<file path="src/rtl/gvram_seq.sv">
// Graphics VRAM sequencer: shares one VRAM between R/G/B display fetches and
// CPU accesses using an 8-phase slot schedule driven by the free-running cnt.
module gvram_seq (
    input  logic        CLK,
    input  logic        RST,
    input  logic        BLANK,
    input  logic        VSTART,
    input  logic        cpu_req,
    input  logic        cpu_we,
    input  logic [12:0] cpu_addr,
    input  logic [1:0]  cpu_plane,
    input  logic [7:0]  cpu_din,
    input  logic [7:0]  DB_IN,
    output logic [2:0]  cnt,
    output logic [12:0] VA,
    output logic [1:0]  VPLANE,
    output logic        nVCS,
    output logic        nVOE,
    output logic        nVWE,
    output logic [7:0]  DB_OUT,
    output logic        DB_OE,
    output logic        cpu_ack,
    output logic [7:0]  cpu_dout
);

    logic [2:0]  cnt_reg, cnt_next;
    logic        blank_q_reg, blank_next;
    logic [12:0] disp_addr_reg;
    logic        busy_reg, we_reg, ack_reg;
    logic [12:0] addr_reg;
    logic [1:0]  plane_reg;
    logic [7:0]  data_reg, dout_reg;
    logic        cpu_slot_next, grant, access_done, disp_fetch;

    // Grants are decided on the edge entering a slot's first (odd) phase, so
    // the whole two-phase access is driven from registered values.
    always_comb begin
        cnt_next      = cnt_reg + 3'd1;
        blank_next    = (cnt_reg == 3'd0) ? BLANK : blank_q_reg;
        cpu_slot_next = blank_next || (cnt_next == 3'd7);
        grant         = cnt_next[0] && cpu_slot_next && cpu_req && !busy_reg;
        access_done   = busy_reg && !cnt_reg[0];
    end

    always_ff @(posedge CLK or posedge RST) begin
        if (RST) begin
            cnt_reg       <= 3'd0;
            blank_q_reg   <= 1'b1;
            disp_addr_reg <= 13'd0;
            busy_reg      <= 1'b0;
            we_reg        <= 1'b0;
            addr_reg      <= 13'd0;
            plane_reg     <= 2'd0;
            data_reg      <= 8'd0;
            ack_reg       <= 1'b0;
            dout_reg      <= 8'd0;
        end else begin
            cnt_reg     <= cnt_next;
            blank_q_reg <= blank_next;
            if (VSTART)
                disp_addr_reg <= 13'd0;
            else if (cnt_reg == 3'd6 && !blank_q_reg)
                disp_addr_reg <= disp_addr_reg + 13'd1;
            ack_reg <= access_done;
            if (grant) begin
                busy_reg  <= 1'b1;
                we_reg    <= cpu_we;
                addr_reg  <= cpu_addr;
                plane_reg <= cpu_plane;
                data_reg  <= cpu_din;
            end else if (access_done) begin
                busy_reg <= 1'b0;
            end
            if (access_done && !we_reg)
                dout_reg <= (plane_reg == 2'd3) ? 8'hFF : DB_IN;
        end
    end

    // Display and CPU accesses never overlap: CPU grants only land in CPU slots.
    always_comb begin
        disp_fetch = !blank_q_reg && (cnt_reg != 3'd0) && (cnt_reg != 3'd7);
        VA     = 13'd0;
        VPLANE = 2'd0;
        nVCS   = 1'b1;
        nVOE   = 1'b1;
        nVWE   = 1'b1;
        DB_OE  = 1'b0;
        DB_OUT = 8'd0;
        if (disp_fetch) begin
            VA     = disp_addr_reg;
            VPLANE = (cnt_reg <= 3'd2) ? 2'd0 : (cnt_reg <= 3'd4) ? 2'd1 : 2'd2;
            nVCS   = 1'b0;
            nVOE   = 1'b0;
        end else if (busy_reg && plane_reg != 2'd3) begin
            VA     = addr_reg;
            VPLANE = plane_reg;
            nVCS   = 1'b0;
            if (we_reg) begin
                DB_OE  = 1'b1;
                DB_OUT = data_reg;
                nVWE   = cnt_reg[0];
            end else begin
                nVOE = 1'b0;
            end
        end
    end

    assign cnt      = cnt_reg;
    assign cpu_ack  = ack_reg;
    assign cpu_dout = dout_reg;

endmodule

</file>
<file path="config.mk">
export PLATFORM = sky130hd
export DESIGN_NAME = gvram_seq
export DESIGN_NICKNAME = d
export VERILOG_FILES = /design/src/rtl/gvram_seq.sv
export SDC_FILE = /design/constraint.sdc
export NUM_CORES = 1
export LEC_CHECK = 0
export ABC_AREA = 1
export CELL_PAD_IN_SITES_DETAIL_PLACEMENT = 1
export CELL_PAD_IN_SITES_GLOBAL_PLACEMENT = 2
export CORE_ASPECT_RATIO = 0.5
export CORE_MARGIN = 5
export CORE_UTILIZATION = 28
export DETAILED_ROUTE_END_ITERATION = 12
export PLACE_DENSITY_LB_ADDON = 0.2
export SLEW_MARGIN = 10
export SYNTH_ARGS = -nofsm -noshare
export SYNTH_HDL_FRONTEND = slang
export SYNTH_SLANG_ARGS = --single-unit
</file>
<file path="constraint.sdc">
create_clock -name CLK -period 2.6 [get_ports CLK]
set_input_delay 0.52 -clock CLK [delete_from_list [all_inputs] [get_ports CLK]]
set_output_delay 0.52 -clock CLK [all_outputs]
set_load 0.01 [all_outputs]
</file>
==> flow_summary.yaml, run 1 <==
power:
  switchingPower_w: 0.0005271
  comb_power_share_pct: 16.8
  p_per_area_nw_per_um2: 552.8
  internal_power_w: 0.001552
  seqPwrFrac_pct: 45.4
  swShare_pct: 25.35
  clkPwrFrac_pct: 37.8
  power.leakage_nw: 1.916
  ir_drop_mv: 0.2442
logic_synthesis:
  synth.net_count: 373
  async_flop_share_pct: 100.0
  synthCells: 331
  yosysWarnings: 0
  yosysUniqueCellTypes: 24
  ys_ff_latch: 51
  synthMostInstantiatedCell: "nand2_1"
  synth_edf_count: 0
  synth_top_area_cell: "dfrtp_1"
  synth_area_leaders: "dfrtp_1 48%, nand2_1 11%, inv_1 8.5%"
  ys_seq_area_share_pct: 49.23
  netlist_area_sq_um: 2595
  yosys.area.top_type_share_pct: 48.22
  synth.top_cells.by_count: "78 x nand2_1, 59 x inv_1, 50 x dfrtp_1"
  avgSynthCellArea_sq_um: 7.840
  ys.flop_type: "dfrtp_1"
die:
  num_rows: 24
  initial_utilization_pct: 29.29
  die_w_um: 146.1
  dieArea_sq_um: 11410
  fp.coreArea_sq_um: 8859
  fp.dieH_um: 78.08
  ios: 76
timing:
  setup_violations: 0
  hold_viol_final: 0
  slew_headroom_pct: 64.23
  min_period_ps: 2515
  fmax_mhz: 397.6
  drv_slew: 0
  tightest_slew_ps: 535.3
  fin_tns_setup_ps: 0
  finClkSkew_ps: 3.573
  finalCritPeriodShare_pct: 96.73
  finalWorstSetupSlack_ps: 84.98
placement:
  place_congestion: 0.7518
  io_buffers: 75
  place_hpwl_um: 5936
  placed_area_sq_um: 3511
  place_ws_ps: 3.389
clock_tree:
  clk_latency_ps: 300
  holdBufCountCts: 0
  numCtsBuffers: 5
  clockBufferDepth: 2
  clock_sinks: 51
  cts_tree: "built"
  clkTransAtPathRegs_ps: 70
  htree_levels: 2
  cts_root_buf: "clkbuf_16"
drt:
  vias: 2424
  drc: 0
  initialDrtViolationCount: 61
  wl_um: 7876
  final_antenna_net_count: 0
  vias_per_cell: 4.497
  wl_per_cell_um: 14.61
  dr.pass1.iters: 4
status:
  status: "complete, no violations"
global_route:
  grt_max_degree: 50
  grt_overflow: 0
  grt_pass1_wl_um: 12940
  antenna_found_initial: 0
  grt_use_total_pct: 14.12
  grt_pass1_vias: 2601
final_layout:
  antenna_cells: 0
  layout-drive-gt1-share_pct: 12.80
  syn2layout_area_growth_pct: 44.94
  final_nets: 463
  final_area_sq_um: 3761
worst_setup_path:
  cp-start-kind: "flop"
  crit_fanout: 6
  cp-end-kind: "output port"
  worst_ep_required_time_ps: 2080
  path_cells: "ha_1, ha_2, nor2_4, inv_4, nand3_4, clkinvlp_4, buf_4, nand2_1, dlygate4sd2_1"
  worstPathArrival_ps: 2000
  cp_slowest_cell: "dfrtp_2"
  worstSetupPathType: "flop to output port"
  cpPeakStageDelay_ps: 430
hold_path:
  hp-class: "flop to flop"
job:
  cap_violations: 0
## repair_timing
item                                   4_1_cts  5_1_grt
pin swaps                                    1        2
setup endpoints to repair                   27       14
endpoints found under the hold margin        0        0
cloned                                       1        0
setup buffers                                5        3
gates resized for setup                     36        9
## power by group through the flow
stage	combinational, W	sequential [W]	clock (W)
floorplan	0.000144	0.000961	0
global placement	0.000347	0.000956	0
detailed placement	0.000360	0.000959	0
CTS	0.000358	0.000946	0.000815
global route	0.000390	0.000957	0.000845
finish	0.000350	0.000944	0.000785
## cells by family after synthesis
family / synth area share [%]
DFF: 49.23
adders and majority gates: 2.411
AOI/OAI and AO/OA: 12.78
buffers and inverters: 11.96
and+or+nand+nor: 23.63
## worst paths after layout
| check | slack, ps | to | startpoint | depth (start not counted) |
|---|---|---|---|---|
| worst min register to register | 480 | data_reg[5] | data_reg[5] | 2 |
| min in group asynchronous | 530 | addr_reg[5] | RST | 2 |
| worst max register to register | 760 | disp_addr_reg[12] | cnt[0] | 8 |
| max in group asynchronous | 1440 | blank_q_reg | RST | 3 |
| worst max-delay path | 80 | nVWE | cnt[0] | 9 |
| worst min-delay path | 480 | data_reg[5] | data_reg[5] | 2 |
## placed cells by master (no fill, tap or decap), types with 6 or more instances in the layout
cell type	count
nand2_1	78
dfrtp_1	49
nor2_1	29
inv_1	56
nand3_1	18
o21ai_0	35
o21ai_1	15
clkdlybuf4s50_1	48
o21ai_2	6
buf_4	15
dlygate4sd2_1	22
## metrics by stage
stage | utilization [%] | hold slack, ps | total power, W | std cells
2_1_floorplan | - | 453.4 | 0.001105 | 331
3_3_place_gp | 39.63 | 466.8 | 0.001303 | 522
3_5_place_dp | 39.63 | 472.2 | 0.001319 | 522
4_1_cts | 42.05 | 489.5 | 0.002119 | 536
5_1_grt | 42.46 | 514.2 | 0.002193 | 539
6_report | 42.46 | 484.0 | 0.002079 | 539
## area by class of cell
class / count / area (sq um)
clock buffers: 6 / 138.9
multi-input cells: 207 / 1040
clock inverters: 2 / 35.03
fillers: 1096 / 5097
repair buffers: 92 / 870.8
well taps: 117 / 146.4
inverters: 63 / 244.0
repair inverters: 1 / 7.507
flip-flops and latches: 51 / 1279
## layer usage
layer,track usage [%],routed length (um),up-vias
met3,4.661,448,8
met4,3.659,78,0
met2,24.53,3847,48
met5,0,0,-
met1,17.13,3502,1164
li1,-,-,1204
## worst max-delay path, delay by kind of cell, from the launching register on
| kind | cells | cell delay [ps] |
|---|---|---|
| and+or+nand+nor | 3 | 280 |
| DFF | 1 | 430 |
| buffers and inverters | 4 | 590 |
| adders and majority gates | 2 | 390 |
Power figures use the tool's default switching activity.
==> run 2: changes to the inputs <==
- PLACE_DENSITY: default -> 0.92
- PLACE_DENSITY_LB_ADDON: 0.2 -> default
- SLEW_MARGIN: 10 -> default
==> flow_summary.yaml, run 2 (same netlist as run 1, synthesis figures left out) <==
timing:
  finClkSkew_ps: 4.400
  finalCritPeriodShare_pct: 95.26
  whs_ps: 486.3
  hold_viol_final: 0
  tightest_slew_ps: 473.7
  drv_slew: 0
  min_period_ps: 2477
  setup_violations: 0
  fmax_mhz: 403.8
  slew_headroom_pct: 68.34
worst_setup_path:
  cp-end-kind: "output port"
  path_cells: "inv_2, ha_2, nand2_2, nand2_2, nor2_4, inv_4, nand3_4, buf_4, inv_4, nand2_1, inv_1, dlygate4sd2_1"
  r2r_start: "cnt[0]"
  cp-start-kind: "flop"
  worst_ep_required_time_ps: 2080
  critical_path_buf_inv_count: 6
  cp_slowest_cell: "dfrtp_1"
  cpPeakStageDelay_ps: 430
  crit_fanout: 6
  critical_path.startpoint: "cnt[1]"
  worstPathArrival_ps: 1960
  worstSetupPathType: "flop to output port"
  path_delay_family: "buffers and inverters"
power:
  ir_drop_mv: 0.2568
  switchingPower_w: 0.0005087
  comb_power_share_pct: 18.0
  p_per_area_nw_per_um2: 520.5
  seqPwrFrac_pct: 48.7
  clkPwrFrac_pct: 33.4
  internal_power_w: 0.001431
  power.leakage_nw: 1.897
  swShare_pct: 26.22
final_layout:
  seq_area_sq_um: 1277
  final_nets: 464
  final_area_sq_um: 3727
  syn2layout_area_growth_pct: 43.64
  fillCellCount: 1063
  multi_input_area_sq_um: 1032
  layout_commonest_cell: "nand2_1"
  layout-drive-gt1-share_pct: 12.29
  antenna_cells: 0
  mostFrequentLayoutCells: "77 x nand2_1, 56 x inv_1, 50 x dfrtp_1"
drt:
  wl_per_cell_um: 14.14
  vias_per_cell: 4.406
  vias: 2379
  final_antenna_net_count: 0
  dr.pass1.iters: 4
  wl_um: 7638
  initialDrtViolationCount: 152
  drc: 0
die:
  num_rows: 24
  fp.dieH_um: 78.08
  initial_utilization_pct: 29.29
  fp.coreArea_sq_um: 8859
  dieArea_sq_um: 11410
  ios: 76
  die_w_um: 146.1
clock_tree:
  htree_levels: 2
  clk_latency_ps: 290
  numCtsBuffers: 5
  cts_root_buf: "clkbuf_16"
  clkTransAtPathRegs_ps: 60
  clockBufferDepth: 2
  cts_tree: "built"
  clock_sinks: 51
hold_path:
  min_from: "addr_reg[3]"
  hp-class: "flop to flop"
global_route:
  grt_max_degree: 52
  grt_overflow: 0
  grt_pass1_wl_um: 12820
  antenna_found_initial: 0
  grt_use_total_pct: 13.70
  grt_pass1_vias: 2608
status:
  status: "complete, no violations"
placement:
  place_hpwl_um: 5586
  place_congestion: 0.8082
  io_buffers: 75
  placed_area_sq_um: 3518
job:
  cap_violations: 0
run 2: tightest hold or removal path, cell delays in order (launching register included):
cell,delay (ps)
dfrtp_1,350
nand2_1,60
o21ai_2,50
run 2: layout make-up:
cell class | instances | area share, %
clock buffers | 7 | 3.558
clock inverters | 1 | 0.1343
inverters | 63 | 6.479
multi-input cells | 207 | 27.69
flip-flops and latches | 51 | 34.27
well taps | 117 | 3.927
repair buffers | 93 | 23.73
repair inverters | 1 | 0.2014
run 2: stage by stage:
stage,setup slack [ps],setup TNS (ps),std cells,total power (W),utilization (%)
6_report,123.2,0,540,0.001940,42.08
5_1_grt,-16.25,-54.49,540,0.002053,42.08
4_1_cts,20.19,0,536,0.001966,41.60
3_5_place_dp,102.9,0,523,0.001315,39.72
3_3_place_gp,118.5,0,523,0.001305,39.72
2_1_floorplan,598.9,0,331,0.001105,-
run 2: path summary, 6_finish.rpt:
check / to / slack (ps) / cells after the start
max in group asynchronous: blank_q_reg / 1700 / 3
setup / recovery: DB_OUT[3] / 120 / 12
setup reg to reg: disp_addr_reg[12] / 750 / 8
hold reg to reg: addr_reg[3] / 490 / 2
hold / removal: addr_reg[3] / 490 / 2
min in group asynchronous: data_reg[0] / 600 / 3
run 2: what timing repair did:
item / in CTS / in global routing
cloned: 1 / 0
endpoints found under the setup margin: 27 / 9
hold endpoints to repair: 0 / 0
gates resized for setup: 34 / 10
hold buffers: 0 / 0
buffers inserted: 4 / 4
pin swaps: 0 / 2
run 2: power groups by stage:
stage | clock network, W | registers, W | logic [W]
final | 0.000647 | 0.000944 | 0.000348
after global routing | 0.000701 | 0.000958 | 0.000395
after global placement | 0 | 0.000956 | 0.000349
after CTS | 0.000666 | 0.000946 | 0.000354
after detailed placement | 0 | 0.000959 | 0.000357
after floorplan | 0 | 0.000961 | 0.000144
run 2: routing by layer:
layer  GRT usage (%)  share of wire, %  vias to the layer above
met5               0                 0                        -
met4           3.002              0.82                        0
met3           2.992               2.4                        7
met2           24.30                49                       33
met1           17.40                48                     1132
li1                -                 -                     1207
